## config.mk

```make
export PLATFORM = sky130hd
export DESIGN_NAME = aes_job_arbiter_flat
export DESIGN_NICKNAME = d
export VERILOG_FILES = /design/src/rtl/aes_job_arbiter_if.sv /design/src/rtl/aes_job_arbiter.sv /design/src/flat_wrapper.sv
export SDC_FILE = /design/constraint.sdc
export NUM_CORES = 1
export LEC_CHECK = 0
export CAP_MARGIN = 20
export CORE_AREA = 8 8 398 400
export CTS_CLUSTER_SIZE = 24
export DETAILED_ROUTE_END_ITERATION = 10
export DIE_AREA = 0 0 406 408
export PLACE_DENSITY = 0.38
export REMOVE_ABC_BUFFERS = 1
export SLEW_MARGIN = 30
export SYNTH_ARGS = -nofsm -noshare
export SYNTH_HDL_FRONTEND = slang
export SYNTH_SLANG_ARGS = --single-unit
```

## constraint.sdc

```tcl
create_clock -name CLK -period 4.12 [get_ports CLK]
set_input_delay 0.824 -clock CLK [delete_from_list [all_inputs] [get_ports CLK]]
set_output_delay 0.824 -clock CLK [all_outputs]
set_load 0.05 [all_outputs]
```

## src/rtl/aes_job_arbiter_if.sv

```systemverilog
// Requester-side and core-side signal bundle of aes_job_arbiter.
// The slave view belongs to the arbiter; the master view belongs to the requesters and the core.
interface aes_job_arbiter_if #(
   parameter int N_REQ = 2
);
   logic [N_REQ-1:0]       req_valid;
   logic [128*N_REQ-1:0]   req_key;
   logic [128*N_REQ-1:0]   req_msg;
   logic [N_REQ-1:0]       req_ready;
   logic [N_REQ-1:0]       rsp_valid;
   logic [N_REQ-1:0]       rsp_ack;
   logic [127:0]           rsp_data;
   logic                   rsp_err;
   logic                   aes_start;
   logic [127:0]           aes_key;
   logic [127:0]           aes_msg_enc;
   logic                   aes_done;
   logic [127:0]           aes_msg_dec;

   modport slave (
      input  req_valid, req_key, req_msg, rsp_ack, aes_done, aes_msg_dec,
      output req_ready, rsp_valid, rsp_data, rsp_err, aes_start, aes_key, aes_msg_enc
   );

   modport master (
      output req_valid, req_key, req_msg, rsp_ack, aes_done, aes_msg_dec,
      input  req_ready, rsp_valid, rsp_data, rsp_err, aes_start, aes_key, aes_msg_enc
   );
endinterface

```

## src/rtl/aes_job_arbiter.sv

```systemverilog
// Round-robin owner of one AES decryption core: accepts a job, settles the key,
// runs the core's start/done handshake, returns the plaintext and releases the core.
module aes_job_arbiter #(
   parameter int N_REQ       = 2,
   parameter int KEY_SETTLE  = 12,
   parameter int TIMEOUT_CYC = 64
) (
   input  logic             CLK,
   input  logic             RESET,
   aes_job_arbiter_if.slave bus,
   output logic             busy,
   output logic [2:0]       grant_id
);
   localparam int CNT_MAX = (KEY_SETTLE > TIMEOUT_CYC) ? KEY_SETTLE : TIMEOUT_CYC;
   localparam int CNT_W   = $clog2(CNT_MAX + 1);

   typedef enum logic [2:0] {S_IDLE, S_LOAD, S_RUN, S_RESP, S_CLEANUP} state_t;

   state_t             state_q, state_d;
   logic [2:0]         ptr_q, ptr_d;
   logic [2:0]         grant_id_q, grant_id_d;
   logic [CNT_W-1:0]   cnt_q, cnt_d;
   logic               key_hit_q, key_hit_d;
   logic               last_key_valid_q, last_key_valid_d;
   logic [N_REQ-1:0]   req_ready_q, req_ready_d;
   logic [N_REQ-1:0]   rsp_valid_q, rsp_valid_d;
   logic [127:0]       key_q, key_d;
   logic [127:0]       msg_q, msg_d;
   logic [127:0]       rsp_data_q, rsp_data_d;
   logic               rsp_err_q, rsp_err_d;
   logic               aes_start_q, aes_start_d;
   logic               busy_q, busy_d;

   logic [7:0]         valid_ext;
   logic [7:0]         ack_ext;
   logic [3:0]         scan;
   logic [2:0]         rr_idx;
   logic               rr_found;
   logic               acc_hit;
   logic [2:0]         acc_idx;
   logic [127:0]       acc_key;
   logic [127:0]       acc_msg;

   function automatic logic [N_REQ-1:0] onehot(input logic [2:0] idx);
      onehot = '0;
      for (int i = 0; i < N_REQ; i++) begin
         if (3'(i) == idx) onehot[i] = 1'b1;
      end
   endfunction

   assign valid_ext = 8'(bus.req_valid);
   assign ack_ext   = 8'(bus.rsp_ack);

   // First requesting index at or after the pointer, wrapping modulo N_REQ.
   always_comb begin
      rr_found = 1'b0;
      rr_idx   = '0;
      scan     = '0;
      for (int k = 0; k < N_REQ; k++) begin
         scan = {1'b0, ptr_q} + 4'(k);
         if (scan >= 4'(N_REQ)) scan = scan - 4'(N_REQ);
         if (!rr_found && valid_ext[scan[2:0]]) begin
            rr_found = 1'b1;
            rr_idx   = scan[2:0];
         end
      end
   end

   always_comb begin
      acc_hit = 1'b0;
      acc_idx = '0;
      acc_key = '0;
      acc_msg = '0;
      for (int i = 0; i < N_REQ; i++) begin
         if (req_ready_q[i] && bus.req_valid[i]) begin
            acc_hit = 1'b1;
            acc_idx = 3'(i);
            acc_key = bus.req_key[128*i +: 128];
            acc_msg = bus.req_msg[128*i +: 128];
         end
      end
   end

   always_comb begin
      // NOTE: every _d starts at its _q so no path through the case leaves a latch.
      state_d          = state_q;
      ptr_d            = ptr_q;
      grant_id_d       = grant_id_q;
      cnt_d            = cnt_q;
      key_hit_d        = key_hit_q;
      last_key_valid_d = last_key_valid_q;
      req_ready_d      = req_ready_q;
      rsp_valid_d      = rsp_valid_q;
      key_d            = key_q;
      msg_d            = msg_q;
      rsp_data_d       = rsp_data_q;
      rsp_err_d        = rsp_err_q;
      aes_start_d      = aes_start_q;

      unique case (state_q)
         S_IDLE: begin
            req_ready_d = '0;
            if (acc_hit) begin
               key_d      = acc_key;
               msg_d      = acc_msg;
               grant_id_d = acc_idx;
               ptr_d      = (acc_idx == 3'(N_REQ - 1)) ? 3'd0 : acc_idx + 3'd1;
               // key_q still holds the last loaded key whenever last_key_valid_q is set.
               key_hit_d  = last_key_valid_q && (acc_key == key_q);
               cnt_d      = '0;
               state_d    = S_LOAD;
            end else if (req_ready_q == '0 && rr_found) begin
               req_ready_d = onehot(rr_idx);
            end
         end
         S_LOAD: begin
            if (key_hit_q || cnt_q == CNT_W'(KEY_SETTLE - 1)) begin
               cnt_d            = '0;
               aes_start_d      = 1'b1;
               last_key_valid_d = 1'b1;
               state_d          = S_RUN;
            end else begin
               cnt_d = cnt_q + CNT_W'(1);
            end
         end
         S_RUN: begin
            if (bus.aes_done) begin
               rsp_data_d  = bus.aes_msg_dec;
               rsp_err_d   = 1'b0;
               rsp_valid_d = onehot(grant_id_q);
               state_d     = S_RESP;
            end else if (cnt_q == CNT_W'(TIMEOUT_CYC - 1)) begin
               rsp_data_d       = '0;
               rsp_err_d        = 1'b1;
               rsp_valid_d      = onehot(grant_id_q);
               last_key_valid_d = 1'b0;
               state_d          = S_RESP;
            end else begin
               cnt_d = cnt_q + CNT_W'(1);
            end
         end
         S_RESP: begin
            if (ack_ext[grant_id_q]) begin
               rsp_valid_d = '0;
               aes_start_d = 1'b0;
               state_d     = S_CLEANUP;
            end
         end
         S_CLEANUP: begin
            grant_id_d = '0;
            state_d    = S_IDLE;
         end
         default: state_d = S_IDLE;
      endcase

      busy_d = (state_d != S_IDLE);
   end

   always_ff @(posedge CLK) begin
      if (RESET) begin
         // NOTE: key/msg/data registers drive ports directly, so they are reset as well.
         state_q          <= S_IDLE;
         ptr_q            <= '0;
         grant_id_q       <= '0;
         cnt_q            <= '0;
         key_hit_q        <= 1'b0;
         last_key_valid_q <= 1'b0;
         req_ready_q      <= '0;
         rsp_valid_q      <= '0;
         key_q            <= '0;
         msg_q            <= '0;
         rsp_data_q       <= '0;
         rsp_err_q        <= 1'b0;
         aes_start_q      <= 1'b0;
         busy_q           <= 1'b0;
      end else begin
         // NOTE: non-blocking updates keep every flop sampling the same pre-edge values.
         state_q          <= state_d;
         ptr_q            <= ptr_d;
         grant_id_q       <= grant_id_d;
         cnt_q            <= cnt_d;
         key_hit_q        <= key_hit_d;
         last_key_valid_q <= last_key_valid_d;
         req_ready_q      <= req_ready_d;
         rsp_valid_q      <= rsp_valid_d;
         key_q            <= key_d;
         msg_q            <= msg_d;
         rsp_data_q       <= rsp_data_d;
         rsp_err_q        <= rsp_err_d;
         aes_start_q      <= aes_start_d;
         busy_q           <= busy_d;
      end
   end

   assign bus.req_ready   = req_ready_q;
   assign bus.rsp_valid   = rsp_valid_q;
   assign bus.rsp_data    = rsp_data_q;
   assign bus.rsp_err     = rsp_err_q;
   assign bus.aes_start   = aes_start_q;
   assign bus.aes_key     = key_q;
   assign bus.aes_msg_enc = msg_q;
   assign busy            = busy_q;
   assign grant_id        = grant_id_q;
endmodule

```

## src/flat_wrapper.sv

```systemverilog
// flat-port wrapper written by rule: the top's interface ports become plain ports
module aes_job_arbiter_flat 
#(
   parameter int N_REQ       = 2,
   parameter int KEY_SETTLE  = 12,
   parameter int TIMEOUT_CYC = 64
)
  (CLK, RESET, busy, grant_id, bus_req_valid, bus_req_key, bus_req_msg, bus_rsp_ack, bus_aes_done, bus_aes_msg_dec, bus_req_ready, bus_rsp_valid, bus_rsp_data, bus_rsp_err, bus_aes_start, bus_aes_key, bus_aes_msg_enc);
  aes_job_arbiter_if #(.N_REQ(N_REQ)) bus_i ();
  input  logic CLK;
  input  logic RESET;
  output logic busy;
  output logic [2:0] grant_id;
  input wire logic [$bits(bus_i.req_valid)-1:0] bus_req_valid;
  input wire logic [$bits(bus_i.req_key)-1:0] bus_req_key;
  input wire logic [$bits(bus_i.req_msg)-1:0] bus_req_msg;
  input wire logic [$bits(bus_i.rsp_ack)-1:0] bus_rsp_ack;
  input wire logic [$bits(bus_i.aes_done)-1:0] bus_aes_done;
  input wire logic [$bits(bus_i.aes_msg_dec)-1:0] bus_aes_msg_dec;
  output wire logic [$bits(bus_i.req_ready)-1:0] bus_req_ready;
  output wire logic [$bits(bus_i.rsp_valid)-1:0] bus_rsp_valid;
  output wire logic [$bits(bus_i.rsp_data)-1:0] bus_rsp_data;
  output wire logic [$bits(bus_i.rsp_err)-1:0] bus_rsp_err;
  output wire logic [$bits(bus_i.aes_start)-1:0] bus_aes_start;
  output wire logic [$bits(bus_i.aes_key)-1:0] bus_aes_key;
  output wire logic [$bits(bus_i.aes_msg_enc)-1:0] bus_aes_msg_enc;
  assign bus_i.req_valid = bus_req_valid;
  assign bus_i.req_key = bus_req_key;
  assign bus_i.req_msg = bus_req_msg;
  assign bus_i.rsp_ack = bus_rsp_ack;
  assign bus_i.aes_done = bus_aes_done;
  assign bus_i.aes_msg_dec = bus_aes_msg_dec;
  assign bus_req_ready = bus_i.req_ready;
  assign bus_rsp_valid = bus_i.rsp_valid;
  assign bus_rsp_data = bus_i.rsp_data;
  assign bus_rsp_err = bus_i.rsp_err;
  assign bus_aes_start = bus_i.aes_start;
  assign bus_aes_key = bus_i.aes_key;
  assign bus_aes_msg_enc = bus_i.aes_msg_enc;
  aes_job_arbiter #(.N_REQ(N_REQ), .KEY_SETTLE(KEY_SETTLE), .TIMEOUT_CYC(TIMEOUT_CYC)) u_core (.CLK(CLK), .RESET(RESET), .bus(bus_i), .busy(busy), .grant_id(grant_id));
endmodule
```

# Yosys cells after proc, flatten, opt, wreduce, memory -nomap -nowiden
# Cells that the tools add are included.
[word_totals]
in_bits = 647
output_inout_bits = 394
word_cells = 119
register_bits = 409
[classes]
addsub = 5
n_mux = 53
n_reduce_logical = 25
n_lt_le_gt_ge = 5
eq_ne = 17
[ops]
columns = ["op", "count"]
rows = [
  ["128-bit two-way mux", 6],
  ["128-bit equality test", 1],
  ["3-bit two-way mux", 11],
  ["7-bit two-way mux", 4],
  ["7-bit case mux with 3 select lines", 1],
  ["1-bit two-way mux", 18],
  ["3-bit by 4-bit < comparator with 1-bit output, second input constant", 3],
  ["3-bit case mux with 4 select lines", 1],
  ["2-bit two-way mux", 5],
  ["2-bit nonzero test", 5],
  ["1-bit binary-select mux with 3-bit select", 3],
  ["3-bit zero test", 3],
  ["2-bit by 1-bit != test with 1-bit output, second input constant", 4],
  ["4-bit AND reduction", 2],
  ["7-bit by 1-bit adder with 7-bit output, second input constant", 1],
  ["7-bit by 4-bit equality test with 1-bit output, second input constant", 1],
  ["7-bit by 6-bit equality test with 1-bit output, second input constant", 1],
  ["1-bit by 3-bit equality test with 1-bit output, first input constant", 2],
  ["3-bit by 2-bit equality test with 1-bit output, second input constant", 2],
  ["3-bit case mux with 2 select lines", 1],
  ["2-bit AND reduction", 3],
  ["3-bit AND reduction", 2],
  ["3-bit nonzero test", 2],
  ["3-bit by 2-bit subtractor with 3-bit output, second input constant", 2],
  ["15 further kinds", 21],
]

# Longest topological paths before layout
# Gate-level depths: netlist (run 1).
[logic_depth]
word_depth = 12
mapped_depth = 10
ltp_nobuf = 9

# Worst setup path before layout (run 1)
# OpenSTA, ideal clock, no wires.
[synth_timing]
path_type = "in2reg"
start = "input bus_req_valid[0]"
end = "register u_core.key_hit_q"
arrival_ns = 2.466
required_ns = 4.051
cell_stages = 10
path_slack_ns = 1.585
setup_ns = 0.069
path_buffers = 2
cell_sequence = "and2_1 buf_4 buf_6 a31oi_2 nor2_1 a2111oi_1 nand4_1 nor4_1 nand4_1 o21ai_1"
[synth_between]
elab_chain_len = 5
word_cells_on_any_way = 8
cone_classes = "eq/ne (1); mux (4); reduce/logical (3)"
[synth_lines]
columns = ["item", "line", "text"]
rows = [
  ["start: declaration", "flat_wrapper.sv:14", "input wire logic [$bits(bus_i.req_valid)-1:0] bus_req_valid;"],
  ["1-bit logical AND *", "aes_job_arbiter.sv:75", "if (req_ready_q[i] && bus.req_valid[i]) begin"],
  ["128-bit two-way mux (2 in a row)", "aes_job_arbiter.sv:75", ""],
  ["128-bit equality test", "aes_job_arbiter.sv:109", "key_hit_d = last_key_valid_q && (acc_key == key_q);"],
  ["1-bit logical AND", "aes_job_arbiter.sv:109", ""],
  ["end signal: assignment", "aes_job_arbiter.sv:182", "key_hit_q <= key_hit_d;"],
  ["end: declaration", "aes_job_arbiter.sv:23", "logic key_hit_q, key_hit_d;"],
]
# Mark *: on every way between the ends. The rest lies on a longest branch, timed or not.
# A chain may end at the register's enable or synchronous reset.

# Worst setup path in the final report (run 1)
# Same ends and word-level chain as after synthesis.

==> impl_metrics.sql, run 1 <==
INSERT INTO impl_metrics (metric_group, metric, value, unit) VALUES
('run_status', 'run_status', 'finished, violations left', ''),
('run_status', 'violations_in_the_final_reports', 'negative setup slack', ''),
('floorplan', 'io-pin-count', '1041', ''),
('power_and_ir_drop', 'power_density', '415', 'mW/mm²'),
('global_route', 'grt_pass1_vias', '21735', ''),
('clock_network', 'cts_hold_buffers', '0', ''),
('critical_path', 'timing_worst_setup_path_type', 'in2reg', ''),
('floorplan', 'fp-row-count', '144', ''),
('clock_network', 'ctsRootBufferMaster', 'clkbuf_16', ''),
('global_route', 'global_route_wire_length_before_repair', '197000', 'µm'),
('layout', 'post_route_cells_drive_above_1_share', '0.0579', ''),
('detailed_routing', 'wl_met3', '15700', 'µm'),
('timing', 'setup_viol', '1', ''),
('floorplan', 'die_width', '406', 'µm'),
('logic_synthesis', 'synth_cell_type_count', '60', ''),
('detailed_routing', 'drt-pass1-iter-count', '5', ''),
('logic_synthesis', 'syn-mean-instance-area', '8.25', 'µm²'),
('clock_network', 'cts-root-to-sink-buffers', '3', ''),
('clock_network', 'post-cts-setup-buffer-count', '0', ''),
('floorplan', 'start_util', '0.117', ''),
('layout', 'final-instance-count-excl-fill', '5222', ''),
('logic_synthesis', 'yosys.area.top_type_share', '0.452', ''),
('clock_network', 'cts_made_buffers', '59', ''),
('detailed_routing', 'maxUsedRoutingLayer', 'met5', ''),
('critical_path', 'worst_ep_arrival_time', '4.71', 'ns'),
('logic_synthesis', 'synth_common_cells', 'dfxtp_1, a21oi_1, nand2_1', ''),
('power_and_ir_drop', 'peakVddDrop', '292', 'µV'),
('clock_network', 'tritoncts_num_sinks', '405', ''),
('critical_path', 'cp-end-kind', 'flop', ''),
('placed_design', 'placement.io_buffers', '1038', ''),
('detailed_routing', 'drt_first_iter_violations', '1198', ''),
('floorplan', 'core-area', '0.153', 'mm²'),
('floorplan', 'die_height', '408', 'µm'),
('global_route', 'maximum_number_of_pins_on_one_net_before_global_route_repair', '146', ''),
('detailed_routing', 'post_drt_wl_per_cell', '28.7', 'µm'),
('detailed_routing', 'route.antenna.remaining_nets', '0', ''),
('detailed_routing', 'met1_length', '59000', 'µm'),
('clock_network', 'clock_tree.htree_level_count', '2', ''),
('logic_synthesis', 'synth_top_family_by_area', 'compound AO/OA/AOI/OAI gates', ''),
('detailed_routing', 'total_drc_errors_in_the_routed_layout', '0', ''),
('placed_design', 'detailedPlace.worstSlack', '-0.741', 'ns'),
('run', 'drv_cap', '0', ''),
('layout', 'finish.net_count', '3762', ''),
('placed_design', 'place_congestion', '0.807', ''),
('critical_path', 'worst-path-max-fanout', '44', ''),
('timing', 'final.setup.worst_slack', '-0.0298', 'ns'),
('logic_synthesis', 'post_synth_mux_area_share', '0.00175', ''),
('critical_path', 'worst-r2r-setup-slack', '0.50', 'ns'),
('logic_synthesis', 'synth_sequential_area_ratio', '0.452', ''),
('logic_synthesis', 'yosys.cell_count.top_type', 'dfxtp_1', ''),
('timing', 'slew_headroom', '0.177', ''),
('global_route', 'number_of_antenna_violations_at_the_first_check_in_global_routing', '66', ''),
('min_path', 'hold_path_depth', '2', ''),
('global_route', 'gr-total-overflow', '0', ''),
('critical_path', 'critical-path-max-stage-delay', '0.72', 'ns'),
('logic_synthesis', 'ys_seq_elements', '405', ''),
('layout', 'fill_cells', '16853', ''),
('detailed_routing', 'routed_via_density', '4.06', ''),
('logic_synthesis', 'post_synthesis_adder_cell_area_fraction', '0.000698', ''),
('clock_network', 'tritoncts_clock_tree', 'yes', ''),
('placed_design', 'place_hpwl', '119000', 'µm'),
('timing', 'timing.final.hold_violations', '0', ''),
('logic_synthesis', 'netlist_instances', '2171', ''),
('logic_synthesis', 'synth_compound_gate_area_share', '0.306', ''),
('critical_path', 'r2r-start', 'u_core.bus.req_ready[0]$_SDFFE_PP0P_', ''),
('critical_path', 'crit_slowest_cell', 'clkdlybuf4s50_1', ''),
('layout', 'areaGrowthSynthToFinish', '83.1', '%'),
('logic_synthesis', 'post_synth_and_or_nand_nor_area_fraction', '0.136', ''),
('clock_network', 'clkTransAtPathRegs', '0.06', 'ns'),
('min_path', 'min-delay-path-class', 'reg2reg', ''),
('min_path', 'hold_path_end', 'u_core.bus.rsp_data[28]$_SDFFE_PP0P_', '');
==> routing by layer <==
layer  GRT usage  up-vias
met5           0        -
met4      0.0295       48
met3      0.0783      155
met2       0.295      827
met1       0.192    10227
li1            -     9947
==> final cells by class <==
cell class                      count  area [µm²]  share of cell area
Timing Repair Buffer             1092       11000               0.335
Multi-Input combinational cell   1489        8730               0.266
Sequential cell                   405        8110               0.247
Tap cell                         2044        2560              0.0780
Clock buffer                       84        1720              0.0525
Clock inverter                     25         419              0.0128
Inverter                           67         254             0.00774
Antenna cell                       16        40.0             0.00122
==> flip-flops by register name, summed over array words and instances (netlist names), 2 cells and up <==
register	flops
u_core.bus.aes_msg_enc	128
u_core.cnt_q	7
u_core.bus.rsp_data	128
u_core.state_q	3
u_core.bus.aes_key	128
u_core.bus.rsp_valid	2
u_core.bus.req_ready	2
==> power by group <==
group	switching (mW)	internal [mW]
clock network	2.17	3.57
registers	0.229	4.16
logic	2.12	1.35
==> worst max-delay path: cells and delay by family <==
kind            cells  cell delay [ns]
xor+xnor            1             0.45
compound gates      2             0.33
simple gates        5             1.85
buf+inv             3             1.15
==> logic make-up (layout without fill, tap and decap cells) <==
group / Yosys count / in the layout
flip-flops: 405 / 405
XOR/XNOR: 76 / 76
AO/OA/AOI/OAI: 878 / 878
adder cells (fa/ha/maj): 1 / 1
other: 1 / 18
multiplexers: 3 / 3
buffers and inverters: 278 / 1268
AND/OR/NAND/NOR: 529 / 529
==> how the worst max path moves through the flow <==
stage	startpoint	endpoint	slack (ns)	depth (start not counted)
floorplan	u_core.bus.req_ready[1]$_SDFFE_PP0P_	u_core.key_hit_q$_SDFFE_PP0P_	-13.07	7
global placement	bus_req_valid[0]	u_core.key_hit_q$_SDFFE_PP0P_	-0.85	12
detailed placement	bus_req_valid[0]	u_core.key_hit_q$_SDFFE_PP0P_	-0.74	12
CTS	bus_req_valid[0]	u_core.key_hit_q$_SDFFE_PP0P_	0.04	12
global route	bus_req_valid[0]	u_core.key_hit_q$_SDFFE_PP0P_	0.02	11
finish	bus_req_valid[0]	u_core.key_hit_q$_SDFFE_PP0P_	-0.03	11
==> layout by cell type, fill, tap and decap left out, types with 6 or more instances in the layout <==
cell                n
o22ai_1           144
nor4_1             10
dfxtp_1           404
o21ai_0           134
xnor2_1            27
and3_1             33
diode_2            16
nand3_1           134
a22oi_1           111
clkbuf_8           15
clkbuf_1           10
buf_4              39
nor2b_1             7
xor2_1             49
bufinv_16          11
a21oi_1           270
nor2_1            146
inv_1              66
clkbuf_16          59
clkdlybuf4s50_1  1034
buf_12             15
a221oi_1           12
a22o_1              7
nor3_1             10
nand2_1           147
a211oi_1          125
clkinv_2            8
a31oi_1            28
nand4_1            16
and4_1              6
==> repair_timing <==
item,CTS,global route
gates resized for setup,1,1
gates cloned,0,0
setup endpoints to repair,1,1
==> stage by stage <==
step                setup TNS [ns]   util  hold WS (ns)  area [µm²]
global route                     0  0.215         0.484       32800
finish                     -0.0298  0.215         0.465       32800
CTS                              0  0.215         0.467       32800
detailed placement          -0.741  0.201         0.458       30600
floorplan                 -3084.53      -         0.443       17000
global placement            -0.845  0.201         0.453       30600
No activity file was read; power rests on OpenSTA's default activity.
==> run 2: changes to the inputs <==
--- a/config.mk
+++ b/config.mk
@@ -6,13 +6,13 @@
 export NUM_CORES = 1
 export LEC_CHECK = 0
 export CAP_MARGIN = 20
-export CORE_AREA = 8 8 398 400
+export CORE_AREA = 2 2 404 406
 export CTS_CLUSTER_SIZE = 24
 export DETAILED_ROUTE_END_ITERATION = 10
 export DIE_AREA = 0 0 406 408
-export PLACE_DENSITY = 0.38
+export PLACE_DENSITY = 0.37
 export REMOVE_ABC_BUFFERS = 1
-export SLEW_MARGIN = 30
+export SKIP_CTS_REPAIR_TIMING = 1
 export SYNTH_ARGS = -nofsm -noshare
 export SYNTH_HDL_FRONTEND = slang
 export SYNTH_SLANG_ARGS = --single-unit
==> run 2 against run 1 <==
Hold slack worse by 0.0021 ns. The flow now finishes without violations. Largest cell class unchanged. Sequential power hardly changed. Core utilization is 1.1 points lower. Non-clock buffer count is 6 higher. Critical path type unchanged.
==> impl_metrics.sql, run 2 (synthesis gave the netlist of run 1 again) <==
INSERT INTO impl_metrics (metric_group, metric, value, unit) VALUES
('detailed_routing', 'routed_via_density', '3.94', ''),
('detailed_routing', 'post_drt_wl_per_cell', '27.9', 'µm'),
('critical_path', 'crit_slowest_cell', 'nor4_2', ''),
('floorplan', 'die_area', '0.166', 'mm²'),
('placed_design', 'postPlaceCellArea', '0.0308', 'mm²'),
('clock_network', 'tritoncts_clock_tree', 'yes', ''),
('run', 'drv_cap', '0', ''),
('global_route', 'gr-total-overflow', '0', ''),
('critical_path', 'cp-end-kind', 'flop', ''),
('critical_path', 'cp_top_family', 'simple AND/OR/NAND/NOR gates', ''),
('clock_network', 'clock_tree.htree_level_count', '2', ''),
('timing', 'setup_viol', '0', ''),
('layout', 'final_cell_mix', 'clkdlybuf4s50_1, dfxtp_1, a21oi_1', ''),
('placed_design', 'numPlacedInstances', '5234', ''),
('floorplan', 'io-pin-count', '1041', ''),
('floorplan', 'die_height', '408', 'µm'),
('clock_network', 'tritoncts_num_sinks', '405', ''),
('critical_path', 'worst_setup_sp_type', 'input port', ''),
('floorplan', 'core-area', '0.162', 'mm²'),
('layout', 'multi_input_comb_area', '0.00870', 'mm²'),
('critical_path', 'timing.critical_path.cells', 'clkdlybuf4s50_1 > and2_2 > buf_4 > a31oi_2 > xnor2_1 > nor4_2 > buf_4 > nand4_1 > nor4_1 > buf_4 > nand4_1 > o21ai_1', ''),
('power_and_ir_drop', 'power_density', '408', 'mW/mm²'),
('critical_path', 'worst_ep_arrival_time', '4.53', 'ns'),
('critical_path', 'worst-path-max-fanout', '13', ''),
('placed_design', 'place_hpwl', '120000', 'µm'),
('layout', 'layout.area.seq', '0.00811', 'mm²'),
('detailed_routing', 'drt-pass1-iter-count', '6', ''),
('floorplan', 'start_util', '0.111', ''),
('timing', 'slew_headroom', '0.354', ''),
('layout', 'fill_cells', '18005', ''),
('detailed_routing', 'drt_first_iter_violations', '1210', ''),
('clock_network', 'cts_made_buffers', '60', ''),
('layout', 'final-instance-count-excl-fill', '5378', ''),
('timing', 'finalCritPeriodShare', '0.959', ''),
('floorplan', 'fp-row-count', '148', ''),
('detailed_routing', 'drt_wl_total', '150000', 'µm'),
('floorplan', 'die_width', '406', 'µm'),
('critical_path', 'cp_data_required_time', '4.70', 'ns'),
('timing', 'max_slew.worst_pin.slew', '0.970', 'ns'),
('critical_path', 'critical-path-max-stage-delay', '0.64', 'ns'),
('global_route', 'grt_pass1_vias', '21290', ''),
('clock_network', 'clkTransAtPathRegs', '0.06', 'ns'),
('detailed_routing', 'route.antenna.remaining_nets', '0', ''),
('timing', 'max_freq', '253', 'MHz'),
('critical_path', 'timing_worst_setup_path_type', 'in2reg', ''),
('clock_network', 'clock_insertion_delay_worst_skew', '0.69', 'ns'),
('global_route', 'grt.total_usage', '0.174', ''),
('layout', 'post_route_cells_drive_above_1_share', '0.0565', ''),
('detailed_routing', 'total_drc_errors_in_the_routed_layout', '0', ''),
('global_route', 'global_route_wire_length_before_repair', '196000', 'µm'),
('timing', 'fin_skew', '0.0402', 'ns'),
('layout', 'areaGrowthSynthToFinish', '83.9', '%'),
('global_route', 'maximum_number_of_pins_on_one_net_before_global_route_repair', '142', ''),
('min_path', 'min-delay-path-class', 'reg2reg', ''),
('clock_network', 'ctsRootBufferMaster', 'clkbuf_16', ''),
('critical_path', 'cpMostUsedCell', 'buf_4', ''),
('layout', 'most_frequent_standard_cell_in_the_layout_excluding_fill_and_tap_cells', 'clkdlybuf4s50_1', ''),
('timing', 'max_transition_viols_final', '0', ''),
('clock_network', 'cts-root-to-sink-buffers', '3', ''),
('detailed_routing', 'num_vias', '21196', ''),
('timing', 'final.setup.worst_slack', '0.171', 'ns'),
('timing', 'grt_setup_unrepaired', 'false', ''),
('run_status', 'run_status', 'completed', ''),
('critical_path', 'cp.buffers_inverters', '4', ''),
('power_and_ir_drop', 'total_leakage_power', '10.8', 'nW'),
('power_and_ir_drop', 'power', '13.4', 'mW'),
('placed_design', 'placement.io_buffers', '1038', ''),
('layout', 'stdcell_area', '0.0330', 'mm²'),
('power_and_ir_drop', 'peakVddDrop', '227', 'µV'),
('global_route', 'number_of_antenna_violations_at_the_first_check_in_global_routing', '98', ''),
('timing', 'timing.final.hold_violations', '0', ''),
('timing', 'final_critical_delay_including_setup_and_external_delays', '3.95', 'ns'),
('placed_design', 'detailedPlace.worstSlack', '-0.590', 'ns'),
('layout', 'finish.net_count', '3769', ''),
('placed_design', 'place_congestion', '0.804', '');
[run 2: cell types whose count changed in the layout (fill, tap and decap cells not counted), sizes merged]
| cell | change |
|---|---|
| clkinv | -3 |
| clkdlybuf4s50 | +2 |
| bufinv | -5 |
| buf | +4 |
| clkinvlp | -1 |
| clkbuf | +10 |
| diode | +18 |
[run 2: final cells by class]
type                    instances  area share
diodes                         34     0.00258
clock inverters                16     0.00828
clock buffers                  94      0.0543
flip-flops and latches        405       0.246
well taps                    2175      0.0826
repair buffers               1098       0.334
multi-input cells            1489       0.264
inverters                      67     0.00778
[run 2: worst min-delay path, cell delays in order, from the launching register on]
cell,delay [ns]
dfxtp_1,0.31
nand3_1,0.06
a21oi_1,0.05
[run 2: metrics by stage]
| stage | util | TNS [ns] | hold WS [ns] |
|---|---|---|---|
| final | 0.204 | 0 | 0.463 |
| after global routing | 0.204 | 0 | 0.466 |
| after CTS | 0.203 | 0 | 0.431 |
| after detailed placement | 0.191 | -0.590 | 0.458 |
| after global placement | 0.191 | -0.634 | 0.453 |
| after floorplan | - | -3084.53 | 0.443 |
[run 2: per-layer routing]
layer,routed length [µm],vias to the layer above,GRT usage
li1,-,9970,-
met1,57600,10054,0.189
met2,70400,863,0.286
met3,17900,237,0.0939
met4,3790,72,0.0550
met5,463,-,0.00497
[run 2: power breakdown]
part           total (mW)  switching (mW)  internal (mW)
registers            4.39           0.228           4.16
logic                3.50            2.14           1.36
clock network        5.55            2.21           3.34
[run 2: final timing paths]
kind / depth (start not counted) / startpoint / to / slack, ns
min: 2 / u_core.bus.rsp_data[34]$_SDFFE_PP0P_ / u_core.bus.rsp_data[34]$_SDFFE_PP0P_ / 0.46
max: 12 / bus_req_valid[0] / u_core.key_hit_q$_SDFFE_PP0P_ / 0.17
max reg2reg: 11 / u_core.bus.req_ready[0]$_SDFFE_PP0P_ / u_core.key_hit_q$_SDFFE_PP0P_ / 0.49
min reg2reg: 2 / u_core.bus.rsp_data[34]$_SDFFE_PP0P_ / u_core.bus.rsp_data[34]$_SDFFE_PP0P_ / 0.46
